File: config.mk
export PLATFORM = sky130hd
export DESIGN_NAME = ex_issue_stage
export DESIGN_NICKNAME = d
export VERILOG_FILES = /design/src/rtl/ex_issue_stage.sv
export SDC_FILE = /design/constraint.sdc
export NUM_CORES = 1
export LEC_CHECK = 0
export ABC_CLOCK_PERIOD_IN_PS = 3400
export BUFFER_PORTS_ARGS = -buffer_cell sky130_fd_sc_hd__buf_2
export CORE_AREA = 2 2 125 127
export CTS_CLUSTER_DIAMETER = 120
export DETAILED_ROUTE_END_ITERATION = 12
export DIE_AREA = 0 0 127 129
export HOLD_SLACK_MARGIN = 0.12
export PLACE_DENSITY = 0.76
export SLEW_MARGIN = 10
export SYNTH_ARGS = -nofsm -noshare
export SYNTH_HDL_FRONTEND = slang
export SYNTH_SLANG_ARGS = --single-unit
File: constraint.sdc
create_clock -name clk -period 3.4 [get_ports clk]
set_clock_uncertainty 0.15 [all_clocks]
set_input_delay 0.68 -clock clk [delete_from_list [all_inputs] [get_ports clk]]
set_output_delay 0.68 -clock clk [all_outputs]
set_load 0.005 [all_outputs]
File: src/rtl/ex_issue_stage.sv
// ex_issue_stage
// ID/EX pipeline register feeding the ALU. It captures one decoded RV32I
// integer instruction, maps opcode/funct3/funct7 to the ALU operation code,
// selects the two ALU operands, and resolves EX/MEM and MEM/WB forwarding
// when the instruction is captured. The bundle it presents is registered and
// moves on a valid/ready handshake.
//
// Ports
//   clk, rst                 rising-edge clock, asynchronous active-high reset
//   in_valid / in_ready      upstream handshake (in_ready is combinational)
//   in_pc, in_instr          PC and raw instruction word
//   in_rs1_data, in_rs2_data register-file reads
//   in_imm                   sign-extended immediate from the decoder
//   fwd_exm_*                EX/MEM bypass (write enable, destination, data)
//   fwd_wb_*                 MEM/WB bypass (write enable, destination, data)
//   flush                    squashes the held and the incoming instruction
//   out_valid / out_ready    downstream handshake
//   alu_op, alu_a, alu_b     ALU operation and operands
//   alu_cin                  ALU carry-in (always 0)
//   rd, rd_we                destination register and write enable
//   illegal                  instruction is not an executable ALU op
module ex_issue_stage #(
    parameter int XLEN = 32,
    parameter int OPW  = 5
) (
    input  logic            clk,
    input  logic            rst,
    input  logic            in_valid,
    output logic            in_ready,
    input  logic [XLEN-1:0] in_pc,
    input  logic [31:0]     in_instr,
    input  logic [XLEN-1:0] in_rs1_data,
    input  logic [XLEN-1:0] in_rs2_data,
    input  logic [XLEN-1:0] in_imm,
    input  logic            fwd_exm_we,
    input  logic [4:0]      fwd_exm_rd,
    input  logic [XLEN-1:0] fwd_exm_data,
    input  logic            fwd_wb_we,
    input  logic [4:0]      fwd_wb_rd,
    input  logic [XLEN-1:0] fwd_wb_data,
    input  logic            flush,
    output logic            out_valid,
    input  logic            out_ready,
    output logic [OPW-1:0]  alu_op,
    output logic [XLEN-1:0] alu_a,
    output logic [XLEN-1:0] alu_b,
    output logic            alu_cin,
    output logic [4:0]      rd,
    output logic            rd_we,
    output logic            illegal
);

    localparam logic [OPW-1:0] OP_ADD  = 5'd0;
    localparam logic [OPW-1:0] OP_SUB  = 5'd1;
    localparam logic [OPW-1:0] OP_AND  = 5'd2;
    localparam logic [OPW-1:0] OP_OR   = 5'd3;
    localparam logic [OPW-1:0] OP_SLTU = 5'd4;
    localparam logic [OPW-1:0] OP_XOR  = 5'd5;
    localparam logic [OPW-1:0] OP_SLL  = 5'd6;
    localparam logic [OPW-1:0] OP_SRL  = 5'd7;
    localparam logic [OPW-1:0] OP_SRA  = 5'd8;
    localparam logic [OPW-1:0] OP_SLT  = 5'd9;

    localparam logic [6:0] OPC_R     = 7'b0110011;
    localparam logic [6:0] OPC_I     = 7'b0010011;
    localparam logic [6:0] OPC_LUI   = 7'b0110111;
    localparam logic [6:0] OPC_AUIPC = 7'b0010111;

    // Bypass priority: x0 is hard zero, then the younger EX/MEM result,
    // then the older MEM/WB result, then the register file.
    function automatic logic [XLEN-1:0] fwd_sel(
        input logic [4:0]      idx,
        input logic [XLEN-1:0] rf_data,
        input logic            exm_we,
        input logic [4:0]      exm_rd,
        input logic [XLEN-1:0] exm_data,
        input logic            wb_we,
        input logic [4:0]      wb_rd,
        input logic [XLEN-1:0] wb_data
    );
        logic [XLEN-1:0] res;
        if (idx == 5'd0) begin
            res = '0;
        end else if (exm_we && (exm_rd == idx)) begin
            res = exm_data;
        end else if (wb_we && (wb_rd == idx)) begin
            res = wb_data;
        end else begin
            res = rf_data;
        end
        return res;
    endfunction

    // Shift amounts reach the ALU zero-extended to the full operand width.
    function automatic logic [XLEN-1:0] shamt_ext(input logic [4:0] sh);
        return {{(XLEN-5){1'b0}}, sh};
    endfunction

    logic [6:0]      opcode_s;
    logic [2:0]      funct3_s;
    logic [6:0]      funct7_s;
    logic            f7_zero_s;
    logic            f7_alt_s;
    logic [4:0]      rd_idx_s;
    logic [XLEN-1:0] rs1_val_s;
    logic [XLEN-1:0] rs2_val_s;
    logic            in_ready_s;

    logic [OPW-1:0]  raw_op_s;
    logic [XLEN-1:0] raw_a_s;
    logic [XLEN-1:0] raw_b_s;
    logic            raw_we_s;
    logic            ill_s;

    logic [OPW-1:0]  nxt_op_s;
    logic [XLEN-1:0] nxt_a_s;
    logic [XLEN-1:0] nxt_b_s;
    logic            nxt_we_s;

    logic            valid_r;
    logic [OPW-1:0]  op_r;
    logic [XLEN-1:0] a_r;
    logic [XLEN-1:0] b_r;
    logic            cin_r;
    logic [4:0]      rd_r;
    logic            we_r;
    logic            ill_r;

    assign opcode_s  = in_instr[6:0];
    assign funct3_s  = in_instr[14:12];
    assign funct7_s  = in_instr[31:25];
    assign f7_zero_s = (funct7_s == 7'b0000000);
    assign f7_alt_s  = (funct7_s == 7'b0100000);
    assign rd_idx_s  = in_instr[11:7];

    assign rs1_val_s = fwd_sel(in_instr[19:15], in_rs1_data, fwd_exm_we, fwd_exm_rd,
                               fwd_exm_data, fwd_wb_we, fwd_wb_rd, fwd_wb_data);
    assign rs2_val_s = fwd_sel(in_instr[24:20], in_rs2_data, fwd_exm_we, fwd_exm_rd,
                               fwd_exm_data, fwd_wb_we, fwd_wb_rd, fwd_wb_data);

    // Opcode/funct decode into raw operation, operands and legality.
    always_comb begin
        raw_op_s = OP_ADD;
        raw_a_s  = '0;
        raw_b_s  = '0;
        raw_we_s = 1'b0;
        ill_s    = 1'b0;
        case (opcode_s)
            OPC_R: begin
                raw_a_s  = rs1_val_s;
                raw_b_s  = rs2_val_s;
                raw_we_s = 1'b1;
                // Only SUB and SRA use the alternate funct7.
                ill_s    = !(f7_zero_s ||
                             (f7_alt_s && ((funct3_s == 3'b000) || (funct3_s == 3'b101))));
                case (funct3_s)
                    3'b000: raw_op_s = f7_alt_s ? OP_SUB : OP_ADD;
                    3'b001: begin
                        raw_op_s = OP_SLL;
                        raw_b_s  = shamt_ext(rs2_val_s[4:0]);
                    end
                    3'b010: raw_op_s = OP_SLT;
                    3'b011: raw_op_s = OP_SLTU;
                    3'b100: raw_op_s = OP_XOR;
                    3'b101: begin
                        raw_op_s = f7_alt_s ? OP_SRA : OP_SRL;
                        raw_b_s  = shamt_ext(rs2_val_s[4:0]);
                    end
                    3'b110: raw_op_s = OP_OR;
                    default: raw_op_s = OP_AND;
                endcase
            end
            OPC_I: begin
                raw_a_s  = rs1_val_s;
                raw_b_s  = in_imm;
                raw_we_s = 1'b1;
                ill_s    = 1'b0;
                case (funct3_s)
                    3'b000: raw_op_s = OP_ADD;
                    3'b001: begin
                        raw_op_s = OP_SLL;
                        raw_b_s  = shamt_ext(in_instr[24:20]);
                        ill_s    = !f7_zero_s;
                    end
                    3'b010: raw_op_s = OP_SLT;
                    3'b011: raw_op_s = OP_SLTU;
                    3'b100: raw_op_s = OP_XOR;
                    3'b101: begin
                        raw_op_s = f7_alt_s ? OP_SRA : OP_SRL;
                        raw_b_s  = shamt_ext(in_instr[24:20]);
                        ill_s    = !(f7_zero_s || f7_alt_s);
                    end
                    3'b110: raw_op_s = OP_OR;
                    default: raw_op_s = OP_AND;
                endcase
            end
            OPC_LUI: begin
                raw_op_s = OP_ADD;
                raw_a_s  = '0;
                raw_b_s  = in_imm;
                raw_we_s = 1'b1;
            end
            OPC_AUIPC: begin
                raw_op_s = OP_ADD;
                raw_a_s  = in_pc;
                raw_b_s  = in_imm;
                raw_we_s = 1'b1;
            end
            default: begin
                ill_s = 1'b1;
            end
        endcase
    end

    // An illegal instruction is reduced to a harmless ADD 0,0 with no writeback,
    // and a write to x0 is never requested.
    assign nxt_op_s = ill_s ? OP_ADD : raw_op_s;
    assign nxt_a_s  = ill_s ? '0 : raw_a_s;
    assign nxt_b_s  = ill_s ? '0 : raw_b_s;
    assign nxt_we_s = raw_we_s && !ill_s && (rd_idx_s != 5'd0);

    assign in_ready_s = !valid_r || out_ready;

    // Output bundle register: flush squashes, handshake captures, consume drains.
    always_ff @(posedge clk or posedge rst) begin
        if (rst) begin
            valid_r <= 1'b0;
            op_r    <= '0;
            a_r     <= '0;
            b_r     <= '0;
            cin_r   <= 1'b0;
            rd_r    <= 5'd0;
            we_r    <= 1'b0;
            ill_r   <= 1'b0;
        end else if (flush) begin
            valid_r <= 1'b0;
        end else if (in_valid && in_ready_s) begin
            valid_r <= 1'b1;
            op_r    <= nxt_op_s;
            a_r     <= nxt_a_s;
            b_r     <= nxt_b_s;
            cin_r   <= 1'b0;
            rd_r    <= rd_idx_s;
            we_r    <= nxt_we_s;
            ill_r   <= ill_s;
        end else if (out_ready) begin
            valid_r <= 1'b0;
        end else begin
            valid_r <= valid_r;
        end
    end

    assign in_ready  = in_ready_s;
    assign out_valid = valid_r;
    assign alu_op    = op_r;
    assign alu_a     = a_r;
    assign alu_b     = b_r;
    assign alu_cin   = cin_r;
    assign rd        = rd_r;
    assign rd_we     = we_r;
    assign illegal   = ill_r;

endmodule
==> flow_summary.ini, run 1 <==
[power]
pwr-share-clk = 0.416
p_leak_nw = 3.88
p_seq_frac = 0.385
p_int_mw = 1.84
switchingPower_uw = 656
sw_frac_of_total = 0.263
powerDensity_nw_per_um2 = 343
vdd_drop_max_v = 0.000268
power_mw = 2.50
power_frac_comb = 0.200

[cts]
path_clk_slew_ns = 0.06
cts_setup_buffers = 0
clockBufferDepth = 2
cts_tree = done
cts.sinks = 76
cts_resized = 0
numCtsBuffers = 9
worstSkewPairLatency_ns = 0.33
htree_levels = 3
cts_root_buffer = clkbuf_16
cts_hold_buf = 0

[logic_synthesis]
yosysMostFrequentCell = a21oi_1
yosysTopAreaCell = dfrtp_1
synth_ff_type = dfrtp_1
synthArstFlopShare = 1.00
synthTopCellsByCount = 100 x a21oi_1, 76 x dfrtp_1, 62 x mux2_2
yosysSeqAreaShare = 0.373
yosys_warnings = 0
syn_area_per_cell_sq_um = 9.11
syn_inst = 559
yosysTopAreaCellShare = 0.373
synth_cell_types = 39
synth-seq-cells = 76
synth-edff-count = 0
synth_area_sq_um = 5090
synthTopCellsByArea = dfrtp_1 37%, mux2_2 14%, a21oi_1 9.8%

[die]
rows = 45
die_h_microns = 129
die_x_microns = 127
io_pins = 320
coreArea_sq_um = 15000
initial_core_util = 0.340
dieArea_sq_um = 16400

[worst_setup_path]
endpoint_kind = flop
r2r_slack_ns = 0.96
cp.arrival_ns = 2.65
r2r.worst_path.cells = 7
start_kind = primary input
reg2reg_to = alu_a[23]
r2r_start = out_valid
critPathKind = in2reg
crit_required_ns = 3.44
cp_max_fo = 16

[layout]
fin_nets = 1105
nFillCells = 1438
drive_above_1_share = 0.494
final_cells = 1056
final_core_util = 0.486
syn_to_final_growth_pct = 42.8

[timing]
worst_pin_slew_ns = 0.764
slew_headroom = 0.489
fin_crit_sh = 0.767
hold_viol_final = 0
rsz0062_at_grt = false
setup_viol = 0
tns_ns = 0
holdWs_ns = 0.245
min_period_ns = 2.61
fmax_mhz = 384
finalMaxSlewViolations = 0

[route]
drt-vias-per-instance = 5.45
drc = 0
met2_length_microns = 10100
top_layer = met4
wl_met3_microns = 1670
ant_nets = 0
dr.pass1.iters = 5
via_count = 5751
drt-initial-drc-count = 466
finalWirelength_microns = 20900
wl_met1_microns = 8570
post_drt_wl_per_cell_microns = 19.8

[status]
status = finished, final reports clean

[grt]
antenna_found_initial = 1
grt_pass1_wl_microns = 30900
grt_use_total = 0.247
overflow = 0
grt_max_degree = 44
grt_pass1_vias = 5730

[place]
port_buffers = 317
place_inst = 1041
hpwl_microns = 16100
place_congestion = 0.988

[min_path]
holdCritPathClass = in2async

[job]
cap_viol_max_count = 0
kinds of logic after synthesis:
kind of cell              count (synthesis)  synth area share
AOI/OAI and AO/OA                       187             0.215
xor gates and xnor gates                 20            0.0344
buffers and inverters                    50            0.0428
DFF                                      76             0.373
muxes                                    97             0.206
other                                     1          0.000736
and+or+nand+nor                         128             0.127
cell usage in the layout (no fill, tap or decap), types with 2 or more instances in the layout:
cell and n:
nand2_1 53, buf_12 4, nor2b_1 4, bufinv_16 2
nand3_2 2, o221ai_1 27, nor2_1 19, o21ai_1 20
and3_1 21, buf_2 317, conb_1 2, nand2b_1 4
and3_2 2, or4_1 3, inv_1 2, and2_1 2
mux2_2 62, clkbuf_16 9, xnor2_1 6, o21ai_0 15
xor2_1 14, a21oi_1 100, dfrtp_1 76, o22ai_1 11
a22oi_1 5, a31oi_1 6, mux2_1 2, buf_4 19
nor3_2 2, mux2i_1 33, nor3_1 2, clkinv_2 2
nor4_1 3, nor3b_1 3
through the flow:
| stage | area (sq um) | worst slack, ns |
|---|---|---|
| 4_1_cts | 7270 | 0.816 |
| 2_1_floorplan | 5100 | 0.632 |
| 6_report | 7270 | 0.793 |
| 3_3_place_gp | 6960 | 0.459 |
| 5_1_grt | 7270 | 0.650 |
| 3_5_place_dp | 6960 | 0.449 |
power by group through the flow:
stage | Sequential, mW | Combinational, mW | Clock [mW]
detailed placement | 0.976 | 0.494 | 0
global route | 0.965 | 0.542 | 1.10
CTS | 0.961 | 0.496 | 1.07
floorplan | 0.977 | 0.213 | 0
global placement | 0.977 | 0.488 | 0
finish | 0.961 | 0.498 | 1.04
worst max-delay path by stage:
stage,to,slack [ns],from
after CTS,alu_a[15],0.82,fwd_wb_rd[4]
after global placement,alu_a[15],0.46,fwd_wb_rd[4]
final,alu_a[27],0.79,fwd_wb_rd[4]
after global routing,alu_a[26],0.65,in_instr[28]
after floorplan,alu_a[0],0.63,rst
after detailed placement,alu_a[15],0.45,fwd_wb_rd[4]
critical path, cell delays in order:
cell     delay [ns]
buf_2          0.12
xor2_1         0.16
nor4_1         0.36
and3_2         0.45
buf_12         0.21
mux2_2         0.35
mux2i_1        0.21
o21ai_1        0.09
cell type report:
class	count	area (sq um)	share of cell area
Antenna cell	1	2.50	0.000344
Clock inverter	4	73.8	0.0102
Clock buffer	10	239	0.0329
Multi-Input combinational cell	434	3000	0.412
Tap cell	188	235	0.0323
Timing Repair Buffer	340	1810	0.249
Inverter	3	12.5	0.00172
Sequential cell	76	1900	0.262
per-layer routing:
layer  vias up  global-route usage
li1       2675                   -
met1      2700               0.310
met2       332               0.422
met3        44              0.0528
met4         0              0.0905
met5         -                   0
state kept, by name, indices dropped and copies added, names as in the netlist:
signal / count
alu_a: 32
alu_b: 32
rd: 5
alu_op: 4
illegal: 1
out_valid: 1
rd_we: 1
Note: power is estimated with default switching activity, not from simulation.
==> run 2, diff against run 1 <==
--- a/config.mk
+++ b/config.mk
@@ -5,7 +5,7 @@
 export SDC_FILE = /design/constraint.sdc
 export NUM_CORES = 1
 export LEC_CHECK = 0
-export ABC_CLOCK_PERIOD_IN_PS = 3400
+export ABC_CLOCK_PERIOD_IN_PS = 2680
 export BUFFER_PORTS_ARGS = -buffer_cell sky130_fd_sc_hd__buf_2
 export CORE_AREA = 2 2 125 127
 export CTS_CLUSTER_DIAMETER = 120
==> constraint.sdc (replaced) <==
create_clock -name clk -period 2.68 [get_ports clk]
set_clock_uncertainty 0.15 [all_clocks]
set_input_delay 0.536 -clock clk [delete_from_list [all_inputs] [get_ports clk]]
set_output_delay 0.536 -clock clk [all_outputs]
set_load 0.005 [all_outputs]
==> run 2 against run 1 <==
  * Die area unchanged
  * Final area up 1.4%
  * Critical endpoint is now alu_a[7]
  * Sequential cell count unchanged
  * Critical path type unchanged
  * Largest cell class unchanged
  * Power up 27%
==> flow_summary.ini, run 2 (synthesis results as in run 1) <==
[place]
port_buffers = 317
dp_slack_ns = 0.112
place_congestion = 0.935
hpwl_microns = 16000

[die]
die_x_microns = 127
coreArea_sq_um = 15000
dieArea_sq_um = 16400
die_h_microns = 129
initial_core_util = 0.340
io_pins = 320
rows = 45

[layout]
regArea_sq_um = 1900
drive_above_1_share = 0.499
syn_to_final_growth_pct = 44.8
nFillCells = 1428
fin_nets = 1113
mostFrequentLayoutCell = buf_2
layout_common_cells = 317 x buf_2, 100 x a21oi_1, 76 x dfrtp_1, 62 x mux2_2, 53 x nand2_1
multi_input_area_sq_um = 3000

[worst_setup_path]
start_kind = primary input
endpoint_kind = flop
critPathKind = in2reg
cp.arrival_ns = 2.28
crit_required_ns = 2.74
cp_max_fo = 16

[timing]
finalMaxSlewViolations = 0
min_period_ns = 2.21
tns_ns = 0
fmax_mhz = 451
fin_crit_sh = 0.826
worst_pin_slew_ns = 0.567
setup_viol = 0
holdWs_ns = 0.118
slew_headroom = 0.619
fin_ws_ns = 0.465
hold_viol_final = 0
rsz0062_at_grt = false

[grt]
grt_max_degree = 77
grt_use_total = 0.252
grt_pass1_vias = 5738
overflow = 0
grt_pass1_wl_microns = 31700
antenna_found_initial = 1

[cts]
clockBufferDepth = 2
cts_root_buffer = clkbuf_16
cts_hold_buf = 0
path_clk_slew_ns = 0.06
worstSkewPairLatency_ns = 0.33
cts_setup_buffers = 0
numCtsBuffers = 9
cts_resized = 0
cts.sinks = 76
htree_levels = 3
cts_tree = done

[route]
via_count = 5776
drt-initial-drc-count = 296
post_drt_wl_per_cell_microns = 19.8
drc = 0
ant_nets = 0
drt-vias-per-instance = 5.42
dr.pass1.iters = 4
finalWirelength_microns = 21100

[min_path]
holdCritPathClass = in2async

[power]
powerDensity_nw_per_um2 = 431
p_leak_nw = 3.93
vdd_drop_max_v = 0.000331

[status]
status = finished, final reports clean

[job]
cap_viol_max_count = 0
==> run 2: cell count changes in the layout (fill, tap and decap cells not counted), sizes merged <==
cell,previous run,this run
buf,340,348
clkinv,2,5
clkbuf,10,9
clkinvlp,0,1
inv,3,2
==> run 2: worst paths after layout <==
check	slack [ns]	depth (start not counted)	start	endpoint
max	0.47	8	fwd_wb_rd[4]	alu_a[7]
min	0.12	3	rst	alu_b[8]
max reg2reg	0.51	8	out_valid	alu_b[1]
min reg2reg	0.32	2	rd_we	rd_we
max in group asynchronous	1.90	3	rst	illegal
min in group clk	0.26	3	in_instr[7]	rd[0]
==> run 2: layout make-up <==
cell class,instances,area share
antenna,1,0.000339
clock inverter,7,0.0124
multi-input combinational,434,0.407
tap,188,0.0319
clock buffer,9,0.0305
inverter,3,0.00170
timing repair buffer,348,0.259
sequential,76,0.258
==> run 2: worst max-delay path, stage by stage <==
cell     delay (ns)
buf_2          0.12
xor2_1         0.15
nor4_1         0.30
and3_2         0.30
buf_12         0.18
mux2_2         0.34
mux2i_1        0.25
o21ai_1        0.09
==> run 2: where the power goes <==
| part | internal [mW] | leakage [nW] | total [mW] | switching, mW |
|---|---|---|---|---|
| clock network | 0.812 | 0.155 | 1.31 | 0.501 |
| registers | 1.19 | 1.02 | 1.22 | 0.0267 |
| logic | 0.318 | 2.75 | 0.644 | 0.327 |
| total | 2.32 | 3.93 | 3.18 | 0.854 |
==> run 2: metrics by stage <==
step	instance area (sq um)	power [mW]	util	cells
3_5_place_dp	7050	1.88	0.471	1049
6_report	7370	3.18	0.492	1066
2_1_floorplan	5100	1.51	-	560
5_1_grt	7370	3.33	0.492	1065
3_3_place_gp	7050	1.88	0.471	1049
4_1_cts	7370	3.22	0.492	1065
==> run 2: routing by layer <==
layer	wire length (microns)	up-vias	global-route usage
met3	1490	39	0.0453
li1	-	2691	-
met1	8640	2734	0.319
met4	525	0	0.0905
met2	10500	312	0.434
met5	0	-	0
